$ cat config.mk
export PLATFORM = sky130hd
export DESIGN_NAME = otter_pc_redirect_flat
export DESIGN_NICKNAME = d
export VERILOG_FILES = /design/src/rtl/otter_pc_redirect_if.sv /design/src/rtl/otter_pc_redirect.sv /design/src/flat_wrapper.sv
export SDC_FILE = /design/constraint.sdc
export NUM_CORES = 1
export LEC_CHECK = 0
export BUFFER_PORTS_ARGS = -buffer_cell sky130_fd_sc_hd__buf_4
export CORE_ASPECT_RATIO = 0.7
export CORE_MARGIN = 3
export CORE_UTILIZATION = 40
export DETAILED_ROUTE_END_ITERATION = 7
export PLACE_DENSITY = 0.75
export RECOVER_POWER = 50
export SYNTH_ARGS = -nofsm -noshare
export SYNTH_HDL_FRONTEND = slang
export SYNTH_SLANG_ARGS = --single-unit
$ cat constraint.sdc
create_clock -name CLK -period 3.9 [get_ports CLK]
set_input_delay 1.17 -clock CLK [delete_from_list [all_inputs] [get_ports CLK]]
set_output_delay 1.17 -clock CLK [all_outputs]
set_load 0.02 [all_outputs]
$ cat src/rtl/otter_pc_redirect_if.sv
`default_nettype none
// ============================================================================
//  Module      : otter_pc_redirect_if
//  Description : Bundle of the EX-stage redirect inputs, the instruction
//                memory read port and the IF-stage outputs of the OTTER
//                fetch unit.
//                slave  : fetch unit side (otter_pc_redirect)
//                master : pipeline / memory side
//  Signals     : ex_valid, pcSource[2:0], jalr_tgt, branch_tgt, jal_tgt,
//                mtvec, mepc, stall           (pipeline -> fetch)
//                imem_addr, imem_rden         (fetch -> memory)
//                imem_rdata                   (memory -> fetch)
//                if_instr, if_pc, if_valid,
//                flush_ifid, flush_idex,
//                misalign_err, redirect_cnt   (fetch -> pipeline)
//  Revision    : 1.0 - initial release
// ============================================================================
interface otter_pc_redirect_if;
    logic        ex_valid;
    logic [2:0]  pcSource;
    logic [31:0] jalr_tgt;
    logic [31:0] branch_tgt;
    logic [31:0] jal_tgt;
    logic [31:0] mtvec;
    logic [31:0] mepc;
    logic        stall;
    logic [31:0] imem_addr;
    logic        imem_rden;
    logic [31:0] imem_rdata;
    logic [31:0] if_instr;
    logic [31:0] if_pc;
    logic        if_valid;
    logic        flush_ifid;
    logic        flush_idex;
    logic        misalign_err;
    logic [31:0] redirect_cnt;

    modport slave (
        input  ex_valid, pcSource, jalr_tgt, branch_tgt, jal_tgt, mtvec, mepc,
               stall, imem_rdata,
        output imem_addr, imem_rden, if_instr, if_pc, if_valid,
               flush_ifid, flush_idex, misalign_err, redirect_cnt
    );

    modport master (
        output ex_valid, pcSource, jalr_tgt, branch_tgt, jal_tgt, mtvec, mepc,
               stall, imem_rdata,
        input  imem_addr, imem_rden, if_instr, if_pc, if_valid,
               flush_ifid, flush_idex, misalign_err, redirect_cnt
    );
endinterface
`default_nettype wire

$ cat src/rtl/otter_pc_redirect.sv
`default_nettype none
// ============================================================================
//  Module      : otter_pc_redirect
//  Description : OTTER fetch-side program counter. Consumes the EX-stage
//                pcSource code, selects the next PC, drives the synchronous
//                instruction memory, squashes wrong-path instructions after a
//                taken redirect, honours hazard stalls and traps misaligned
//                redirect targets (sticky until reset).
//  Ports       : CLK  - clock, all state on rising edge
//                RST  - asynchronous active-high reset
//                bus  - otter_pc_redirect_if.slave (EX redirect inputs,
//                       imem read port, IF outputs, flushes, status)
//  Parameters  : RESET_VEC - PC loaded on reset
//  Revision    : 1.0 - initial release
// ============================================================================
module otter_pc_redirect #(
    parameter logic [31:0] RESET_VEC = 32'h0000_0000
) (
    input  wire logic          CLK,
    input  wire logic          RST,
    otter_pc_redirect_if.slave bus
);

    typedef enum logic [1:0] {
        S_BOOT  = 2'd0,
        S_RUN   = 2'd1,
        S_FLUSH = 2'd2,
        S_FAULT = 2'd3
    } state_t;

    localparam logic [31:0] c_PC_STEP = 32'd4;

    state_t      r_state;
    logic [31:0] r_pc;
    logic [31:0] r_if_pc;
    logic        r_if_valid;
    logic        r_err;
    logic [31:0] r_cnt;

    logic        w_take;
    logic [31:0] w_tgt;
    logic        w_active;
    logic        w_redirect;

    // Target selection; codes 0, 6 and 7 never redirect so their value is moot.
    always_comb begin
        w_tgt = 32'h0000_0000;
        case (bus.pcSource)
            3'd1:    w_tgt = bus.jalr_tgt;
            3'd2:    w_tgt = bus.branch_tgt;
            3'd3:    w_tgt = bus.jal_tgt;
            3'd4:    w_tgt = bus.mtvec;
            3'd5:    w_tgt = bus.mepc;
            default: w_tgt = 32'h0000_0000;
        endcase
    end

    assign w_take     = bus.ex_valid && (bus.pcSource != 3'd0) && (bus.pcSource <= 3'd5);
    // EX redirects are only acted on once fetch is running; BOOT has an empty
    // pipeline and FAULT is frozen until reset.
    assign w_active   = (r_state == S_RUN) || (r_state == S_FLUSH);
    assign w_redirect = w_active && w_take;

    always_ff @(posedge CLK or posedge RST) begin
        if (RST) begin
            r_state    <= S_BOOT;
            r_pc       <= RESET_VEC;
            r_if_pc    <= 32'h0000_0000;
            r_if_valid <= 1'b0;
            r_err      <= 1'b0;
            r_cnt      <= 32'h0000_0000;
        end else begin
            case (r_state)
                // BOOT issues the first read at RESET_VEC; pc is not advanced
                // here, so the next cycle re-issues the same address.
                S_BOOT: begin
                    r_if_pc    <= r_pc;
                    r_if_valid <= 1'b1;
                    r_state    <= S_RUN;
                end

                // FLUSH differs from RUN only in that the data arriving during
                // it is wrong-path; r_if_valid was already cleared on the
                // redirect edge, so the next-state logic is shared.
                S_RUN, S_FLUSH: begin
                    if (w_take) begin
                        // Redirect beats a simultaneous stall.
                        r_if_pc    <= r_pc;
                        r_if_valid <= 1'b0;
                        if (w_tgt[1:0] == 2'b00) begin
                            r_pc    <= w_tgt;
                            r_cnt   <= r_cnt + 32'd1;
                            r_state <= S_FLUSH;
                        end else begin
                            r_err   <= 1'b1;
                            r_state <= S_FAULT;
                        end
                    end else if (bus.stall) begin
                        // Hold pc, if_pc and if_valid; the same address is
                        // re-read next cycle.
                        r_state <= S_RUN;
                    end else begin
                        r_pc       <= r_pc + c_PC_STEP;
                        r_if_pc    <= r_pc;
                        r_if_valid <= 1'b1;
                        r_state    <= S_RUN;
                    end
                end

                S_FAULT: begin
                    r_state <= S_FAULT;
                end

                default: begin
                    r_state <= S_BOOT;
                end
            endcase
        end
    end

    assign bus.imem_addr    = r_pc;
    assign bus.imem_rden    = !RST && (r_state != S_FAULT);
    assign bus.if_instr     = bus.imem_rdata;
    assign bus.if_pc        = r_if_pc;
    assign bus.if_valid     = r_if_valid;
    assign bus.flush_ifid   = RST || (r_state == S_FAULT) || w_redirect;
    assign bus.flush_idex   = RST || (r_state == S_FAULT) || w_redirect;
    assign bus.misalign_err = r_err;
    assign bus.redirect_cnt = r_cnt;

endmodule
`default_nettype wire

$ cat src/flat_wrapper.sv
// flat-port wrapper written by rule: the top's interface ports become plain ports
module otter_pc_redirect_flat 
#(
    parameter logic [31:0] RESET_VEC = 32'h0000_0000
)
  (CLK, RST, bus_ex_valid, bus_pcSource, bus_jalr_tgt, bus_branch_tgt, bus_jal_tgt, bus_mtvec, bus_mepc, bus_stall, bus_imem_rdata, bus_imem_addr, bus_imem_rden, bus_if_instr, bus_if_pc, bus_if_valid, bus_flush_ifid, bus_flush_idex, bus_misalign_err, bus_redirect_cnt);
  otter_pc_redirect_if bus_i ();
  input  wire logic CLK;
  input  wire logic RST;
  input wire logic [$bits(bus_i.ex_valid)-1:0] bus_ex_valid;
  input wire logic [$bits(bus_i.pcSource)-1:0] bus_pcSource;
  input wire logic [$bits(bus_i.jalr_tgt)-1:0] bus_jalr_tgt;
  input wire logic [$bits(bus_i.branch_tgt)-1:0] bus_branch_tgt;
  input wire logic [$bits(bus_i.jal_tgt)-1:0] bus_jal_tgt;
  input wire logic [$bits(bus_i.mtvec)-1:0] bus_mtvec;
  input wire logic [$bits(bus_i.mepc)-1:0] bus_mepc;
  input wire logic [$bits(bus_i.stall)-1:0] bus_stall;
  input wire logic [$bits(bus_i.imem_rdata)-1:0] bus_imem_rdata;
  output wire logic [$bits(bus_i.imem_addr)-1:0] bus_imem_addr;
  output wire logic [$bits(bus_i.imem_rden)-1:0] bus_imem_rden;
  output wire logic [$bits(bus_i.if_instr)-1:0] bus_if_instr;
  output wire logic [$bits(bus_i.if_pc)-1:0] bus_if_pc;
  output wire logic [$bits(bus_i.if_valid)-1:0] bus_if_valid;
  output wire logic [$bits(bus_i.flush_ifid)-1:0] bus_flush_ifid;
  output wire logic [$bits(bus_i.flush_idex)-1:0] bus_flush_idex;
  output wire logic [$bits(bus_i.misalign_err)-1:0] bus_misalign_err;
  output wire logic [$bits(bus_i.redirect_cnt)-1:0] bus_redirect_cnt;
  assign bus_i.ex_valid = bus_ex_valid;
  assign bus_i.pcSource = bus_pcSource;
  assign bus_i.jalr_tgt = bus_jalr_tgt;
  assign bus_i.branch_tgt = bus_branch_tgt;
  assign bus_i.jal_tgt = bus_jal_tgt;
  assign bus_i.mtvec = bus_mtvec;
  assign bus_i.mepc = bus_mepc;
  assign bus_i.stall = bus_stall;
  assign bus_i.imem_rdata = bus_imem_rdata;
  assign bus_imem_addr = bus_i.imem_addr;
  assign bus_imem_rden = bus_i.imem_rden;
  assign bus_if_instr = bus_i.if_instr;
  assign bus_if_pc = bus_i.if_pc;
  assign bus_if_valid = bus_i.if_valid;
  assign bus_flush_ifid = bus_i.flush_ifid;
  assign bus_flush_idex = bus_i.flush_idex;
  assign bus_misalign_err = bus_i.misalign_err;
  assign bus_redirect_cnt = bus_i.redirect_cnt;
  otter_pc_redirect #(.RESET_VEC(RESET_VEC)) u_core (.CLK(CLK), .RST(RST), .bus(bus_i));
endmodule
Yosys cells after proc, flatten, opt, wreduce, memory -nomap -nowiden. Index checks and enable logic that the tools add are counted.

Add/subtract/negate cells: 2. Magnitude comparators: 1. Equality and inequality tests: 12. Muxes and demuxes: 13. Bitwise gates (word level): 1. Reduce and logical (&&, ||, !) cells: 17.

Operators by type and width (count): 32-bit two-way mux (5); 32-bit case mux with 5 select lines (1); 32-bit case mux with 2 select lines (1); 32-bit by 1-bit adder with 32-bit output, second input constant (1); 32-bit by 3-bit adder with 32-bit output, second input constant (1); 3-bit AND reduction (3); 3-bit by 2-bit equality test with 1-bit output, second input constant (2); 3-bit equality test, second input constant (2); 2-bit case mux with 3 select lines (1); 2-bit equality test, second input constant (2); 1-bit logical AND (4); 2-bit zero test (2); 2-bit != test, second input constant (2); 3-bit by 1-bit equality test with 1-bit output, second input constant (1); 3-bit <= comparator, second input constant (1); 1-bit logical OR (3); 1-bit two-way mux (3); 3-bit by 2-bit != test with 1-bit output, second input constant (1); 3-bit nonzero test (1); 2-bit by 1-bit equality test with 1-bit output, second input constant (1); 2-bit two-way mux (1); 2-bit by 1-bit != test with 1-bit output, second input constant (1); 1-bit case mux with 2 select lines (1); 2-bit AND reduction (1); 4 further kinds (4).

Bits in registers: 100. Input bits: 199. Output and inout port bits: 133. Word-level logic and storage cells: 52.

Longest topological paths before layout. Gate-level depths: netlist (run 1).

Depth in word-level cells: 6. Gate-level depth with buffers: 9. Mapped depth without buffers: 7.

Worst setup path after synthesis (run 1). Ideal clock, no wire load.

Path kind: input -> output. From: input bus_pcSource[0]. To: output bus_flush_ifid. Arrival time: 2.495 ns. Data required time: 2.730 ns. Slack: 0.235 ns. Cell stages on the path: 6. Path buffers: 2. Cells stage by stage: or3_1 and3_1 buf_6 nand2_1 nand2_1 buf_4.

Word-level cells in the longest chain between the ends: 5. Elaborated cells between the ends (all ways): 6. Classes of those cells: order compare: 1; reduce/logical: 5.

Ends and longest elaborated chain: start: declaration (line flat_wrapper.sv:11) `input wire logic [$bits(bus_i.pcSource)-1:0] bus_pcSource;`; parallel branches: the longest is 2 deep, another holds 3-bit <= comparator; 1-bit logical AND (*) (line otter_pc_redirect.sv:58) `assign w_take = bus.ex_valid && (bus.pcSource != 3'd0) && (bus.pcSource <= 3'd5);`; 1-bit logical AND (*) (line otter_pc_redirect.sv:62) `assign w_redirect = w_active && w_take;`; 1-bit logical OR (*); end: declaration (line flat_wrapper.sv:24) `output wire logic [$bits(bus_i.flush_ifid)-1:0] bus_flush_ifid;`.

Mark *: on every way between the ends.

Worst setup path after layout (run 1).
From: input bus_pcSource[1]. To: output bus_flush_idex.

Word-level cells in the longest chain between the ends: 5. Elaborated cells between the ends (all ways): 6. Classes of those cells: order compare: 1; reduce/logical: 5.

Ends and longest elaborated chain: parallel branches: the longest is 2 deep, another holds 3-bit <= comparator; 1-bit logical AND (*) (line otter_pc_redirect.sv:58); 1-bit logical AND (*) (line otter_pc_redirect.sv:62); 1-bit logical OR (*) (line otter_pc_redirect.sv:127) `assign bus.flush_idex = RST || (r_state == S_FAULT) || w_redirect;`; end: declaration (line flat_wrapper.sv:25) `output wire logic [$bits(bus_i.flush_idex)-1:0] bus_flush_idex;`.

Marked as above.

==> metrics.csv, run 1 <==
metric,value,unit
Std-Cell Rows,37,
Net Switching,2058,uW
uppermost layer routed,met4,
H-tree lvl count,3,
initial DRC count,468,
Hold WC Path Type,reg2reg,
Post-CTS Setup Inserts,0,
Crit path largest cell delay,390,ps
GRT Total Usage,0.2377,
clock share of power,0.202,
Final Hold Fails,0,
outcome,"complete, but fails checks",
#FFs+latches synth,100,
RSZ-0062 raised after global routing,false,
io pins,332,
via/cell ratio,5.656,
worst setup margin,392.0,ps
Final period util,0.8995,
CP arrival,2340,ps
Pint,2855,uW
Slew HR,-0.02765,
die area,17350,um2
gr ovfl total,0,
Residual DRC,0,
Placement Setup Slack,275.4,ps
Max Slew Vio Count,74,
cts repair resizes,0,
Yosys warning count,0,
crit end category,primary output,
Syn Area/Cell,9.367,um2
power per cell area,591.8,nW/um2
Clock Tree Root,clkbuf_16,
met2 wire len,9.352,mm
mapped cell area,6314,um2
share of layout cells above drive strength 1,0.3184,
M1 wire length,9.587,mm
"EDFF count, synth",0,
Setup Viol. Count Final,0,
CP Data Required Time,2730,ps
clk slew on worst S/H paths,80,ps
TritonCTS clock tree,done,
routed length on met3,1.975,mm
Die X,156.2,um
Area Overhead vs Synth,31.49,%
startpoint type of the worst setup path,input port,
Detail Route Antenna Nets,0,
syn nets,878,
first-pass GRT wire length,33.20,mm
VDD IR max,0.4066,mV
final wirelength,21.21,mm
clock period minus worst slack,3508,ps
"commonest cells after routing, fill and taps aside","213 x buf_4, 100 x dfrtp_1, 69 x clkbuf_1",
switch share,0.4188,
static leakage,0.003686,uW
CTS max path bufs,2,
Die Y,111.1,um
Total Power,4913,uW
Max Fclk,285.1,MHz
drt wl/cell,19.46,um
"Net count, final",1094,
number of global-route vias before repair,6170,
Gate power share,0.428,
post-synthesis cell count,674,
antenna violations before repair,0,
number of diodes,0,
Tightest Pin Transition,1539,ps
"Clk Latency, worst-skew pair",340,ps
critical path's slowest cell,or3_1,
post-route cell area,8302,um2
Crit Path Class,in2out,
# hold bufs at CTS,0,
max cap viols,1,
fraction of registers with async set/reset,1.000,
drt pass-1 iters,5,
total core area,15050,um2
Synth Flop Type,dfrtp_1,
worst clock skew,9.832,ps
I/O Buffers,267,
"Critical Path, Cell by Cell","buf_4, or3_1, and3_1, nand2_1, nand2_1, buf_4",
"most common cell after layout, fill and taps aside",buf_4,
CP max FO,15,
post-synth cell types,62,
maximum number of pins on one net before global-route repair,74,
area post-placement,8233,um2
failing checks,"max-capacitance violations, max-slew violations",
hpwl dp,16.49,mm
clk sink count,100,
cts bufs inserted,9,
Vias,6165,
sequential element share of the synthesized area,0.3964,
gp weighted congestion,0.9009,
Setup Total Neg Slack,0,ps
starting density of the core,0.4196,
sequential power share,0.370,
critical path, delay by kind of cell:
kind | cells | cell delay (ps)
buffers and inverters | 2 | 340
AND/OR/NAND/NOR | 4 | 830
kinds of logic after synthesis:
group           after synthesis  share of synthesized area
mux                          66                     0.1124
compound gates              193                     0.2045
buf+inv                      88                    0.08086
simple gates                191                     0.1530
flops                       100                     0.3964
fa+ha+maj                     5                   0.009909
xor+xnor                     31                    0.04300
metrics by stage:
step / cells / utilization / hold WS [ps]
global route: 1090 / 0.5518 / 501.9
floorplan: 674 / - / 565.4
CTS: 1090 / 0.5691 / 473.4
detailed placement: 1074 / 0.5472 / 453.7
global placement: 1074 / 0.5472 / 447.6
finish: 1090 / 0.5518 / 472.4
registers in the layout (all words and copies together) (netlist names):
name                     flops
u_core.bus.redirect_cnt     32
u_core.bus.imem_addr        32
u_core.bus.if_valid          1
u_core.bus.misalign_err      1
u_core.r_state               2
u_core.bus.if_pc            32
power by group through the flow:
stage | clock network [uW] | logic, uW | registers (uW)
6_report | 990 | 2100 | 1820
4_1_cts | 1000 | 2280 | 1820
3_5_place_dp | 0 | 2280 | 1840
2_1_floorplan | 0 | 1020 | 2100
3_3_place_gp | 0 | 2240 | 1820
5_1_grt | 1050 | 2270 | 1880
layout make-up:
cell class                      instances  area [um2]
Inverter                               11       41.29
Tap cell                              195       244.0
Multi-Input combinational cell        486        3326
Fill cell                            1423        6744
Clock buffer                            9       225.2
Clock inverter                          7       105.1
Timing Repair Buffer                  282        1858
Sequential cell                       100        2502
synth_stat cells, types with 9 or more instances:
cell type  number  area [um2]
nand3_1        23       115.1
a221oi_1       15       131.4
nand4_1        15       93.84
a31oi_1         9       56.30
mux2i_1        27       270.3
inv_1          11       41.29
o21ai_0        37       185.2
nand2_1        55       206.5
a22oi_1        12       90.09
buf_2          12       60.06
xnor2_1        23       201.4
mux2_2         39       439.2
buf_4          40       300.3
dfrtp_1       100        2502
nor2_1         47       176.4
a21oi_1        63       315.3
and3_1          9       56.30
clkbuf_1       20       75.07
per-layer routing:
layer | up-vias | GRT usage
li1 | 2887 | -
met1 | 2989 | 0.3403
met2 | 261 | 0.3499
met3 | 28 | 0.08155
met4 | 0 | 0.04723
met5 | - | 0
final timing paths:
| kind | from | to | slack (ps) | depth (start not counted) |
|---|---|---|---|---|
| max | bus_pcSource[1] | bus_flush_idex | 390 | 6 |
| min | u_core.bus.redirect_cnt[31] | u_core.bus.redirect_cnt[31] | 470 | 1 |
| max reg2reg | u_core.bus.imem_addr[3] | u_core.bus.imem_addr[28] | 1450 | 7 |
| min reg2reg | u_core.bus.redirect_cnt[31] | u_core.bus.redirect_cnt[31] | 470 | 1 |
| max in group asynchronous | RST | u_core.bus.if_pc[9] | 1180 | 3 |
| min in group asynchronous | RST | u_core.bus.redirect_cnt[12] | 1300 | 2 |
Note: power is estimated with default switching activity, not from simulation.
==> run 2: changes to the inputs <==
--- a/config.mk
+++ b/config.mk
@@ -7,10 +7,10 @@
 export LEC_CHECK = 0
 export BUFFER_PORTS_ARGS = -buffer_cell sky130_fd_sc_hd__buf_4
 export CORE_ASPECT_RATIO = 0.7
-export CORE_MARGIN = 3
 export CORE_UTILIZATION = 40
+export CTS_CLUSTER_SIZE = 30
 export DETAILED_ROUTE_END_ITERATION = 7
-export PLACE_DENSITY = 0.75
+export PLACE_DENSITY = 0.72
 export RECOVER_POWER = 50
 export SYNTH_ARGS = -nofsm -noshare
 export SYNTH_HDL_FRONTEND = slang
==> constraint.sdc (replaced) <==
create_clock -name CLK -period 4.5 [get_ports CLK]
set_input_delay 1.35 -clock CLK [delete_from_list [all_inputs] [get_ports CLK]]
set_output_delay 1.35 -clock CLK [all_outputs]
set_load 0.02 [all_outputs]
==> run 2 against run 1 <==
The flow finishes with violations (design-rule violations). Design area shrank 0.12%. Critical path depth is the same. Non-clock buffer count is the same. Critical path type unchanged. Via count shrank 0.36%. Worst hold slack lost 14 ps. Clock power shrank 19%. Highest routed layer unchanged. Sequential share of layout area is essentially flat. Clock-buffer cell count grew 3. Final cell count grew 0.46%.
==> metrics.csv, run 2 (synthesized netlist as in run 1, its figures left out) <==
metric,value,unit,change
max cap viols,0,,-1
crit end category,primary output,,
Area Overhead vs Synth,31.33,%,
VDD IR max,0.4004,mV,-1.5%
first-pass GRT wire length,32.65,mm,-1.7%
final core utilization,0.5366,,-0.01517
gr ovfl total,0,,unchanged
clock period minus worst slack,3829,ps,
total placed cells including tap cells,1079,,+0.47%
Setup Viol. Count Final,0,,unchanged
power per cell area,508.2,nW/um2,-14%
Setup Total Neg Slack,0,ps,unchanged
H-tree lvl count,3,,unchanged
"Net count, final",1094,,unchanged
critical path's slowest cell,or3_1,,
outcome,"complete, but fails checks",,
static leakage,0.003678,uW,-0.22%
cts repair resizes,0,,unchanged
number of diodes,0,,unchanged
gp weighted congestion,0.8953,,-0.62%
via/cell ratio,5.610,,-0.81%
drt wl/cell,19.01,um,-2.3%
Final Non-Filler Cells,1095,,+0.46%
final wirelength,20.82,mm,-1.9%
Max Fclk,261.2,MHz,
startpoint type of the worst setup path,input port,,
reg2reg path depth,7,,unchanged
Final period util,0.8509,,
Slew HR,0.3654,,+0.3931
Post-CTS Setup Inserts,0,,unchanged
number of global-route vias before repair,5780,,-6.3%
Die Y,107.1,um,-3.6%
antenna violations before repair,0,,unchanged
starting density of the core,0.4086,,-0.01104
Final Hold Fails,0,,unchanged
RSZ-0062 raised after global routing,false,,
io pins,332,,unchanged
post-route cell area,8292,um2,-0.12%
r2r startpoint,u_core.bus.imem_addr[2],,
"Clk Latency, worst-skew pair",340,ps,about the same
r2r setup slk,2010,ps,+560 ps
Detail Route Antenna Nets,0,,unchanged
initial DRC count,448,,-4.3%
"most common cell after layout, fill and taps aside",buf_4,,
worst clock skew,7.191,ps,-2.640 ps
"Critical Path, Cell by Cell","buf_4, or3_1, and3_1, nand2_1, nand2_1, buf_4",,
"Endpoint, Worst Hold",u_core.bus.misalign_err,,
clk sink count,100,,unchanged
CP Data Required Time,3150,ps,+420 ps
TritonCTS clock tree,done,,
Hold WC Path Type,reg2reg,,
Crit path buffers/inverters,2,,unchanged
CP max FO,12,,-3
share of layout cells above drive strength 1,0.3173,,-0.001117
Std-Cell Rows,38,,+2.7%
Clock Tree Root,clkbuf_16,,
CP arrival,2480,ps,+140 ps
Die X,152.2,um,-2.6%
drt pass-1 iters,7,,+2
maximum number of pins on one net before global-route repair,75,,+1.4%
critical path's top delay family,simple AND/OR/NAND/NOR gates,,
Crit path largest cell delay,380,ps,about the same
area post-placement,8239,um2,about the same
total core area,15450,um2,+2.7%
Worst Hold Launch,u_core.bus.misalign_err,,
I/O Buffers,267,,unchanged
Tightest Pin Transition,951.8,ps,-587.4 ps
R2R Path End,u_core.bus.imem_addr[28],,
CTS max path bufs,2,,unchanged
Crit Path Class,in2out,,
die area,16300,um2,-6.1%
cts bufs inserted,9,,unchanged
hpwl dp,15.98,mm,-3.1%
"commonest cells after routing, fill and taps aside","213 x buf_4, 100 x dfrtp_1, 70 x clkbuf_1",,
Max Slew Vio Count,0,,-100%
failing checks,design-rule violations,,
# hold bufs at CTS,0,,unchanged
Residual DRC,16,,+16
clk slew on worst S/H paths,70,ps,about the same
Hold Path Depth,1,,unchanged
Vias,6143,,-0.36%
GRT Total Usage,0.2583,,+0.02062
run 2: cell type report:
type | instances | area [um2]
Tap cell | 200 | 250.2
Sequential cell | 100 | 2502
Inverter | 11 | 43.79
Timing Repair Buffer | 282 | 1858
Clock buffer | 12 | 256.5
Fill cell | 1472 | 7161
Multi-Input combinational cell | 486 | 3326
Clock inverter | 4 | 55.05
run 2: metal layers:
layer | GRT usage | up-vias | wire, um
li1 | - | 2893 | -
met1 | 0.3737 | 2954 | 9730
met2 | 0.3799 | 272 | 9029
met3 | 0.07074 | 24 | 1793
met4 | 0.05977 | 0 | 264
met5 | 0 | - | 0
run 2: through the flow:
stage               total power [uW]  hold WS (ps)  setup WS [ps]
global route                    4464         499.4          629.3
global placement                3522         446.2          677.9
CTS                             4379         462.8          668.1
floorplan                       2710         565.4          474.8
detailed placement              3565         445.1          674.9
finish                          4213         458.2          670.9
run 2: worst max-delay path by stage:
stage               depth (start not counted)             from        endpoint  slack (ps)
floorplan                                   6  bus_pcSource[0]  bus_flush_ifid         470
global placement                            6  bus_pcSource[0]  bus_flush_ifid         680
detailed placement                          6  bus_pcSource[0]  bus_flush_ifid         670
CTS                                         6  bus_pcSource[0]  bus_flush_ifid         670
global route                                6  bus_pcSource[0]  bus_flush_ifid         630
finish                                      6  bus_pcSource[0]  bus_flush_ifid         670
run 2: worst register-to-register path: cells and delay by family (launching register included):
| family | cells | cell delay, ps |
|---|---|---|
| DFF | 1 | 490 |
| and+or+nand+nor | 4 | 1350 |
| AOI/OAI and AO/OA | 2 | 310 |
| adders and majority gates | 1 | 280 |
run 2: report_power, final:
part	internal [uW]	switching (uW)
clock	465	339
sequential	1200	376
combinational	774	1060
==> run 3: changes to the inputs <==
--- a/config.mk
+++ b/config.mk
@@ -7,6 +7,7 @@
 export LEC_CHECK = 0
 export BUFFER_PORTS_ARGS = -buffer_cell sky130_fd_sc_hd__buf_4
 export CORE_ASPECT_RATIO = 0.7
+export CORE_MARGIN = 2
 export CORE_UTILIZATION = 40
 export CTS_CLUSTER_SIZE = 30
 export DETAILED_ROUTE_END_ITERATION = 7
==> constraint.sdc (replaced) <==
create_clock -name CLK -period 4.6 [get_ports CLK]
set_input_delay 1.38 -clock CLK [delete_from_list [all_inputs] [get_ports CLK]]
set_output_delay 1.38 -clock CLK [all_outputs]
set_load 0.02 [all_outputs]
==> run 3 against run 2 <==
The flow finishes with violations (max-capacitance violations, max-slew violations). Critical path type unchanged. Non-clock buffer count fell by 1. Worst hold slack got worse by 3.7 ps. Critical path depth rose by 1. Sequential power fell by 3%. Final cell count fell by 0.18%. Sequential share of layout area barely moved. Clock skew rose by 4.2 ps. First-iteration DRC count rose by 0.89%. Routed wire length fell by 0.69%.
==> metrics.csv, run 3 (synthesized netlist as in run 1, its figures left out) <==
metric,value,unit,change
VDD IR max,0.3657,mV,-8.7%
Post-CTS Setup Inserts,0,,unchanged
Detail Route Antenna Nets,0,,unchanged
antenna violations before repair,0,,unchanged
total core area,15450,um2,unchanged
startpoint type of the worst setup path,input port,,
failing checks,"max-capacitance violations, max-slew violations",,
initial DRC count,452,,+0.89%
RSZ-0062 raised after global routing,false,,
R2R Path End,u_core.bus.imem_addr[30],,
Final Hold Fails,0,,unchanged
Crit Path Class,in2out,,
# hold bufs at CTS,0,,unchanged
crit end category,primary output,,
gp weighted congestion,0.8626,,-3.7%
reg2reg path depth,7,,unchanged
Max Fclk,250.1,MHz,
"Net count, final",1093,,-0.091%
max cap viols,2,,+2
TritonCTS clock tree,done,,
via/cell ratio,5.640,,+0.54%
Setup Total Neg Slack,0,ps,unchanged
CP endpoint,bus_flush_idex,,
Std-Cell Rows,38,,unchanged
Max Slew Vio Count,70,,+70
"most common cell after layout, fill and taps aside",buf_4,,
CP arrival,2620,ps,+140 ps
Final period util,0.8693,,
first-pass GRT wire length,32.46,mm,-0.59%
Hold WC Path Type,reg2reg,,
Tightest Pin Transition,1848,ps,+895.8 ps
GRT Total Usage,0.2454,,-0.01290
r2r setup slk,2150,ps,+140 ps
"Clk Latency, worst-skew pair",340,ps,about the same
power per cell area,501.0,nW/um2,-1.4%
total placed cells including tap cells,1078,,-0.093%
drt wl/cell,18.91,um,-0.51%
clk sink count,100,,unchanged
die area,16820,um2,+3.2%
share of layout cells above drive strength 1,0.3180,,+0.0007107
worst clock skew,11.43,ps,+4.242 ps
I/O Buffers,267,,unchanged
FILL cells,1468,,-0.27%
final wirelength,20.67,mm,-0.69%
number of diodes,0,,unchanged
Final Non-Filler Cells,1093,,-0.18%
Worst Setup SP,bus_pcSource[1],,
hpwl dp,15.88,mm,-0.61%
clk slew on worst S/H paths,70,ps,about the same
CP max FO,41,,+29
drt pass-1 iters,5,,-2
Slew HR,-0.2385,,-0.6039
CP Data Required Time,3220,ps,+70 ps
starting density of the core,0.4086,,unchanged
clock period minus worst slack,3999,ps,
"commonest cells after routing, fill and taps aside","213 x buf_4, 100 x dfrtp_1, 68 x clkbuf_1",,
cts repair resizes,0,,unchanged
post-route cell area,8297,um2,about the same
io pins,332,,unchanged
Setup Viol. Count Final,0,,unchanged
number of global-route vias before repair,5923,,+2.5%
Residual DRC,0,,-16
CTS max path bufs,2,,unchanged
area post-placement,8232,um2,about the same
Clock Tree Root,clkbuf_16,,
cts bufs inserted,9,,unchanged
Die X,154.2,um,+1.3%
Die Y,109.1,um,+1.9%
Area Overhead vs Synth,31.41,%,about the same
maximum number of pins on one net before global-route repair,57,,-24%
static leakage,0.003676,uW,about the same
outcome,"complete, but fails checks",,
H-tree lvl count,3,,unchanged
Vias,6165,,+0.36%
gr ovfl total,0,,unchanged
r2r startpoint,u_core.bus.imem_addr[2],,
==> run 3: changes by cell type in the layout (fill, tap and decap cells not counted) <==
cell and change:
bufinv_16 +1, inv_4 -1, inv_8 +1, clkbuf_1 -2, clkbuf_8 -2, clkinvlp_2 +1
==> run 3: worst min-delay path by stage <==
stage / start / endpoint / slack, ps / depth (start not counted)
after floorplan: u_core.bus.misalign_err / u_core.bus.misalign_err / 570 / 1
after global placement: u_core.bus.misalign_err / u_core.bus.misalign_err / 450 / 1
after detailed placement: u_core.bus.misalign_err / u_core.bus.misalign_err / 450 / 1
after CTS: u_core.bus.misalign_err / u_core.bus.misalign_err / 460 / 1
after global routing: u_core.bus.misalign_err / u_core.bus.misalign_err / 460 / 1
final: u_core.bus.misalign_err / u_core.bus.misalign_err / 450 / 1
==> run 3: metrics by stage <==
| stage | worst slack, ps | util | hold WS (ps) | power [uW] |
|---|---|---|---|---|
| after floorplan | 514.8 | - | 565.4 | 2651 |
| after global placement | 643.6 | 0.5327 | 446.5 | 3443 |
| after detailed placement | 618.6 | 0.5327 | 445.1 | 3486 |
| after CTS | 615.1 | 0.5535 | 460.8 | 4322 |
| after global routing | 474.4 | 0.5369 | 462.8 | 4407 |
| final | 601.1 | 0.5369 | 454.5 | 4157 |
==> run 3: power breakdown <==
part	internal (uW)	switching [uW]	leakage (uW)
Sequential	1180	365	0.00124
Clock	481	339	0.000154
Combinational	763	1030	0.00229
==> run 3: metal layers <==
| metal | track usage | wire [um] | vias up |
|---|---|---|---|
| li1 | - | - | 2886 |
| met5 | 0 | 0 | - |
| met4 | 0.03939 | 188 | 0 |
| met3 | 0.07273 | 1836 | 17 |
| met2 | 0.3770 | 9204 | 273 |
| met1 | 0.3494 | 9444 | 2989 |
==> run 3: layout make-up <==
type                            count  area, um2  share of cell area
Multi-Input combinational cell    486       3326              0.4008
Clock inverter                      6      96.34             0.01161
Timing Repair Buffer              281       1854              0.2235
Clock buffer                        9      225.2             0.02715
Inverter                           11      42.54            0.005127
Tap cell                          200      250.2             0.03016
Sequential cell                   100       2502              0.3016
==> run 3: critical path, cell delays in order <==
cell	delay, ps
buf_4	80
buf_4	370
nand2_1	150
and3_1	250
nand2_1	130
nand2_1	90
buf_4	160
